`config.mk`:
```
export PLATFORM = sky130hd
export DESIGN_NAME = mem_region_router
export DESIGN_NICKNAME = d
export VERILOG_FILES = /design/src/rtl/mem_region_router.sv
export SDC_FILE = /design/constraint.sdc
export NUM_CORES = 1
export LEC_CHECK = 0
export BUFFER_PORTS_ARGS = -buffer_cell sky130_fd_sc_hd__buf_2
export CAP_MARGIN = 20
export CORE_AREA = 8 8 182 184
export DETAILED_ROUTE_END_ITERATION = 16
export DIE_AREA = 0 0 190 192
export PLACE_DENSITY = 0.6
export SYNTH_ARGS = -nofsm -noshare
export SYNTH_HDL_FRONTEND = slang
export SYNTH_SLANG_ARGS = --single-unit
```
`constraint.sdc`:
```
create_clock -name clk -period 3.71 [get_ports clk]
set_input_delay 0.742 -clock clk [delete_from_list [all_inputs] [get_ports clk]]
set_output_delay 0.742 -clock clk [all_outputs]
set_load 0.05 [all_outputs]
```
`src/rtl/mem_region_router.sv`:
```
// Routes the core's load/store port to one of NUM_CH memory-mapped slave channels
// through a registered IDLE/ISSUE/WAIT/DONE request FSM with decode and timeout errors.
module mem_region_router #(
  parameter int                            NUM_CH      = 2,
  parameter int                            ADDR_WIDTH  = 64,
  parameter int                            DATA_WIDTH  = 64,
  parameter logic [NUM_CH*ADDR_WIDTH-1:0]  REGION_BASE = {64'h1000_0000, 64'h8000_0000},
  parameter logic [NUM_CH*ADDR_WIDTH-1:0]  REGION_MASK = {64'hFFFF_FFFF_F000_0000,
                                                          64'hFFFF_FFFF_8000_0000},
  parameter int                            TIMEOUT     = 256
) (
  input  logic                         clk,
  input  logic                         rstn,
  input  logic                         cpu_ren,
  input  logic                         cpu_wen,
  input  logic [ADDR_WIDTH-1:0]        cpu_addr,
  input  logic [DATA_WIDTH-1:0]        cpu_wdata,
  input  logic [DATA_WIDTH/8-1:0]      cpu_wmask,
  output logic [DATA_WIDTH-1:0]        cpu_rdata,
  output logic                         cpu_stall,
  output logic                         cpu_err,
  output logic [NUM_CH-1:0]            ch_req_valid,
  input  logic [NUM_CH-1:0]            ch_req_ready,
  output logic                         ch_we,
  output logic [ADDR_WIDTH-1:0]        ch_addr,
  output logic [DATA_WIDTH-1:0]        ch_wdata,
  output logic [DATA_WIDTH/8-1:0]      ch_wmask,
  input  logic [NUM_CH-1:0]            ch_resp_valid,
  input  logic [NUM_CH*DATA_WIDTH-1:0] ch_rdata,
  input  logic [NUM_CH-1:0]            ch_resp_err
);

  localparam int MW = DATA_WIDTH / 8;
  localparam int SW = (NUM_CH > 1) ? $clog2(NUM_CH) : 1;
  localparam int TW = (TIMEOUT > 1) ? $clog2(TIMEOUT) : 1;

  typedef enum logic [1:0] {S_IDLE, S_ISSUE, S_WAIT, S_DONE} state_e;

  state_e                state_q, state_d;
  logic [SW-1:0]         sel_q, sel_d;
  logic [TW-1:0]         tmo_q, tmo_d;
  logic                  err_q, err_d;
  logic [DATA_WIDTH-1:0] rdata_q, rdata_d;
  logic                  we_q, we_d;
  logic [ADDR_WIDTH-1:0] addr_q, addr_d;
  logic [DATA_WIDTH-1:0] wdata_q, wdata_d;
  logic [MW-1:0]         wmask_q, wmask_d;

  logic                  req;
  logic                  hit;
  logic [SW-1:0]         hit_idx;
  logic                  timeout_hit;

  assign req = cpu_ren | cpu_wen;

  // Scanning from the top down lets the lowest matching index overwrite the others.
  always_comb begin
    hit     = 1'b0;
    hit_idx = '0;
    for (int i = NUM_CH - 1; i >= 0; i--) begin
      if ((cpu_addr & REGION_MASK[i*ADDR_WIDTH +: ADDR_WIDTH]) ==
          REGION_BASE[i*ADDR_WIDTH +: ADDR_WIDTH]) begin
        hit     = 1'b1;
        hit_idx = SW'(i);
      end
    end
  end

  assign timeout_hit = (TIMEOUT != 0) && (tmo_q == TW'(TIMEOUT - 1));

  always_comb begin
    // NOTE: every variable gets a default before the case so no path infers a latch.
    state_d = state_q;
    sel_d   = sel_q;
    tmo_d   = tmo_q;
    err_d   = err_q;
    rdata_d = rdata_q;
    we_d    = we_q;
    addr_d  = addr_q;
    wdata_d = wdata_q;
    wmask_d = wmask_q;
    unique case (state_q)
      S_IDLE: begin
        tmo_d = '0;
        if (req) begin
          we_d    = cpu_wen;
          addr_d  = cpu_addr;
          wdata_d = cpu_wdata;
          wmask_d = cpu_wmask;
          if (hit && !(cpu_ren && cpu_wen)) begin
            sel_d   = hit_idx;
            err_d   = 1'b0;
            state_d = S_ISSUE;
          end else begin
            err_d   = 1'b1;
            rdata_d = '0;
            state_d = S_DONE;
          end
        end
      end
      S_ISSUE: begin
        tmo_d = tmo_q + TW'(1);
        if (timeout_hit) begin
          err_d   = 1'b1;
          rdata_d = '0;
          state_d = S_DONE;
        end else if (ch_req_ready[sel_q]) begin
          state_d = S_WAIT;
        end
      end
      S_WAIT: begin
        tmo_d = tmo_q + TW'(1);
        // A response completing on the last allowed cycle beats the timeout.
        if (ch_resp_valid[sel_q]) begin
          err_d   = ch_resp_err[sel_q];
          rdata_d = (we_q || ch_resp_err[sel_q]) ? '0 : ch_rdata[sel_q*DATA_WIDTH +: DATA_WIDTH];
          state_d = S_DONE;
        end else if (timeout_hit) begin
          err_d   = 1'b1;
          rdata_d = '0;
          state_d = S_DONE;
        end
      end
      S_DONE:  state_d = S_IDLE;
      default: state_d = S_IDLE;
    endcase
  end

  // NOTE: state registers use non-blocking assignments so every flop samples pre-edge values.
  always_ff @(posedge clk or negedge rstn) begin
    if (!rstn) begin
      state_q <= S_IDLE;
      sel_q   <= '0;
      tmo_q   <= '0;
      err_q   <= 1'b0;
      rdata_q <= '0;
      we_q    <= 1'b0;
      addr_q  <= '0;
      wdata_q <= '0;
      wmask_q <= '0;
    end else begin
      state_q <= state_d;
      sel_q   <= sel_d;
      tmo_q   <= tmo_d;
      err_q   <= err_d;
      rdata_q <= rdata_d;
      we_q    <= we_d;
      addr_q  <= addr_d;
      wdata_q <= wdata_d;
      wmask_q <= wmask_d;
    end
  end

  always_comb begin
    ch_req_valid = '0;
    if (state_q == S_ISSUE) ch_req_valid[sel_q] = 1'b1;
  end

  // Gating with rstn keeps stall low while reset holds the FSM even if a request is pending.
  assign cpu_stall = rstn & (((state_q == S_IDLE) & req) |
                             (state_q == S_ISSUE) | (state_q == S_WAIT));
  assign cpu_err   = (state_q == S_DONE) & err_q;
  assign cpu_rdata = rdata_q;
  assign ch_we     = we_q;
  assign ch_addr   = addr_q;
  assign ch_wdata  = wdata_q;
  assign ch_wmask  = wmask_q;

endmodule

```
==> metrics.txt <==
number of synthesized flops with an enable pin 0; total track usage 19.1%; largest cells by area after synthesis dfrtp_1 (55%), nand2_1 (16%), mux2i_1 (7.0%); clk sinks 213; top-area cell type share of the netlist area 54.5%; Max clock buf depth 3; Placed Area 12500 um2; Setup Buffers After CTS 0; die area 36500 um2; critical path type flip-flop to output port; LEAKAGE 7.10 nW; FF-to-FF End cpu_rdata[11]; IO Pins 479; Setup-failing EPs final 0; register bit total from synthesis 213; vias 9285; Worst Hold Margin 75.2 ps; DRC errors left 0; largest net degree at the start of global routing 138; CP endpoint kind output port; reg-to-reg slack, setup between 800 and 900 ps; VDD IR max ~0.58 mV; async set-or-reset flop fraction in the synthesized netlist 100%; register area share after synthesis 54.5%; Vias/cell roughly 4.8; WP buf/inv 2; total of max-cap violations 0; drt initial violations 325; clk_lat worst skew 510 ps; root buffer cell clkbuf_16; Initial Utilization roughly a third; pins over their slew limit 0; Layout Cell Area excl Fill 13400 um2; Logic pwr share 52.8%; Mapped Area 9770 um2; worst reg2reg path depth 5; Syn Inst Count ~1100; Syn Nets 1372; routed len/inst 18.9 um; Hold Fails Final Rpt 0; gr ovfl total 0; Mapped Avg Cell Area 8.95 um2; vias in the first global route 9659; CP required 2970 ps; chip height 192 um; NetSw 0.00656 W; pre-CTS setup slack 649 ps; Slew HR roughly two fifths; cell family with most CP delay buffers and inverters; Synth warnings 0; Power Density between 900 and 1000 nW/um2; sequential share of power 27.6%; Yosys top cell by area dfrtp_1; PostCTS Resize Cnt 0; Slew @ Worst Pin 916 ps; layout cells sized above 1 a little over a third; clk slew on worst S/H paths 60 ps; cts hold-fix bufs 0; worst hold path type input port to async pin; Pint ~0.0063 W; first-pass GRT wire length around 56000 um; period utilization just under 80%; Final nets roughly 1800; Unique masters post-synth 46; Post-Route Utilization 44.4%; Top FF cell, synth dfrtp_1; DP Wirelength 27600 um; Tmin final 2890 ps; WP data arrival about 2200 ps; Crit path largest cell delay 420 ps; Peak Freq 346 MHz; reg-to-reg startpoint sel_q; number of port buffers 478; DIE WIDTH 190 um; critical-path cell list inv_1 > ha_1 > nor2b_4 > o31a_1 > buf_2; Placer Congestion 0.895; drt first pass iters 4; Slowest cell on crit path dfrtp_1; initial antenna violation count 5; CP startpoint kind flip-flop; sw frac 50.9%; status finished, final reports clean; Total Wirelength between 30000 and 40000 um; Setup TNS 0 ps; row count 64; ANT nets after route 0; critical path fanouts, max 9; H-tree depth 1; TritonCTS Buffers 24; CTS tree built; clock power share 19.6%; Area Growth Syn to Fin 37.0%; Core Area around 30000 um2; Final WS setup 817 ps; Worst Skew 7.66 ps; unrepaired setup endpoints after global routing no
-- cell families after synthesis --
kind of cell    after synthesis  synth area share, %
compound gates              166                 11.1
xor+xnor                      2                0.179
fa+ha+maj                     6                0.768
buf+inv                     132                 5.66
flops                       213                 54.5
mux                          68                 6.96
simple gates                505                 20.8
-- stage by stage --
stage          total power (W)  instances
5_1_grt                 0.0137       1950
2_1_floorplan          0.00855       1092
6_report                0.0129       1950
3_3_place_gp            0.0104       1907
4_1_cts                 0.0130       1949
3_5_place_dp            0.0104       1907
-- power groups by stage --
stage	logic [W]	registers, W	clock network [W]
after floorplan	0.00232	0.00623	0
after global placement	0.00681	0.00354	0
after detailed placement	0.00688	0.00355	0
after CTS	0.00687	0.00356	0.00261
after global routing	0.00732	0.00366	0.00270
final	0.00681	0.00356	0.00253
-- how the worst max path moves through the flow --
stage	from	end	slack [ps]	depth (start not counted)
after detailed placement	cpu_addr[29]	cpu_rdata[53]	650	7
after global placement	cpu_addr[29]	cpu_rdata[3]	710	7
after CTS	state_q[0]	cpu_stall	770	5
after global routing	state_q[0]	cpu_stall	680	5
after floorplan	state_q[0]	cpu_stall	1160	6
final	state_q[0]	cpu_stall	820	5
-- registers in the layout (all words and copies together), names as in the netlist --
name,cells
tmo_q,8
sel_q,1
state_q,2
cpu_rdata,64
ch_wmask,8
err_q,1
ch_wdata,64
ch_addr,64
ch_we,1
-- area by class of cell --
class / count / area (um2)
Antenna cell: 1 / 2.50
Multi-Input combinational cell: 747 / 3930
Timing Repair Buffer: 492 / 2570
Sequential cell: 213 / 5330
Tap cell: 396 / 495
Inverter: 59 / 221
Fill cell: 2983 / 16800
Clock buffer: 36 / 737
Clock inverter: 6 / 105
-- cells in the final DEF (no fill, tap or decap), types with 2 or more instances in the layout --
| cell type | instances |
|---|---|
| bufinv_16 | 3 |
| and2_1 | 2 |
| mux2i_1 | 68 |
| o2bb2ai_1 | 8 |
| nor2b_1 | 2 |
| dfrtp_1 | 212 |
| nand4_1 | 2 |
| o21ai_0 | 42 |
| nor2_1 | 12 |
| o21bai_1 | 2 |
| clkinv_2 | 3 |
| o21ai_4 | 2 |
| nor4_1 | 7 |
| o21ai_1 | 5 |
| and3_1 | 2 |
| o22ai_1 | 53 |
| clkbuf_16 | 25 |
| buf_2 | 477 |
| buf_4 | 9 |
| clkbuf_1 | 4 |
| nor3_1 | 38 |
| buf_12 | 5 |
| inv_1 | 59 |
| nor3b_1 | 2 |
| clkbuf_8 | 7 |
| xor2_1 | 2 |
| o31ai_1 | 5 |
| ha_1 | 6 |
| a21o_1 | 2 |
| nand3_1 | 6 |
| nand2_1 | 422 |
| a211oi_1 | 37 |
-- routing by layer --
metal	GRT usage (%)	vias up	wire [um]
li1	-	4513	-
met4	3.49	8	504
met5	0	-	55
met1	22.2	4355	14300
met2	32.4	362	17700
met3	8.24	47	4150
-- synth_stat cells, types with 2 or more instances --
cell,n
o21ai_0,43
xor2_1,2
nor2b_1,3
o2bb2ai_1,8
and2_1,2
nor3b_1,2
nand3_1,6
a21oi_1,2
nand4_1,2
o31ai_1,5
ha_1,6
o21bai_1,2
clkbuf_1,45
and3_1,2
inv_1,59
o21ai_1,5
mux2i_1,68
buf_1,2
buf_4,10
a211oi_1,37
nor4_1,7
nor3_1,38
buf_2,15
nor2_1,13
nand2_1,422
dfrtp_1,213
a21o_1,2
o22ai_1,53
(Power assumes the default switching activity.)
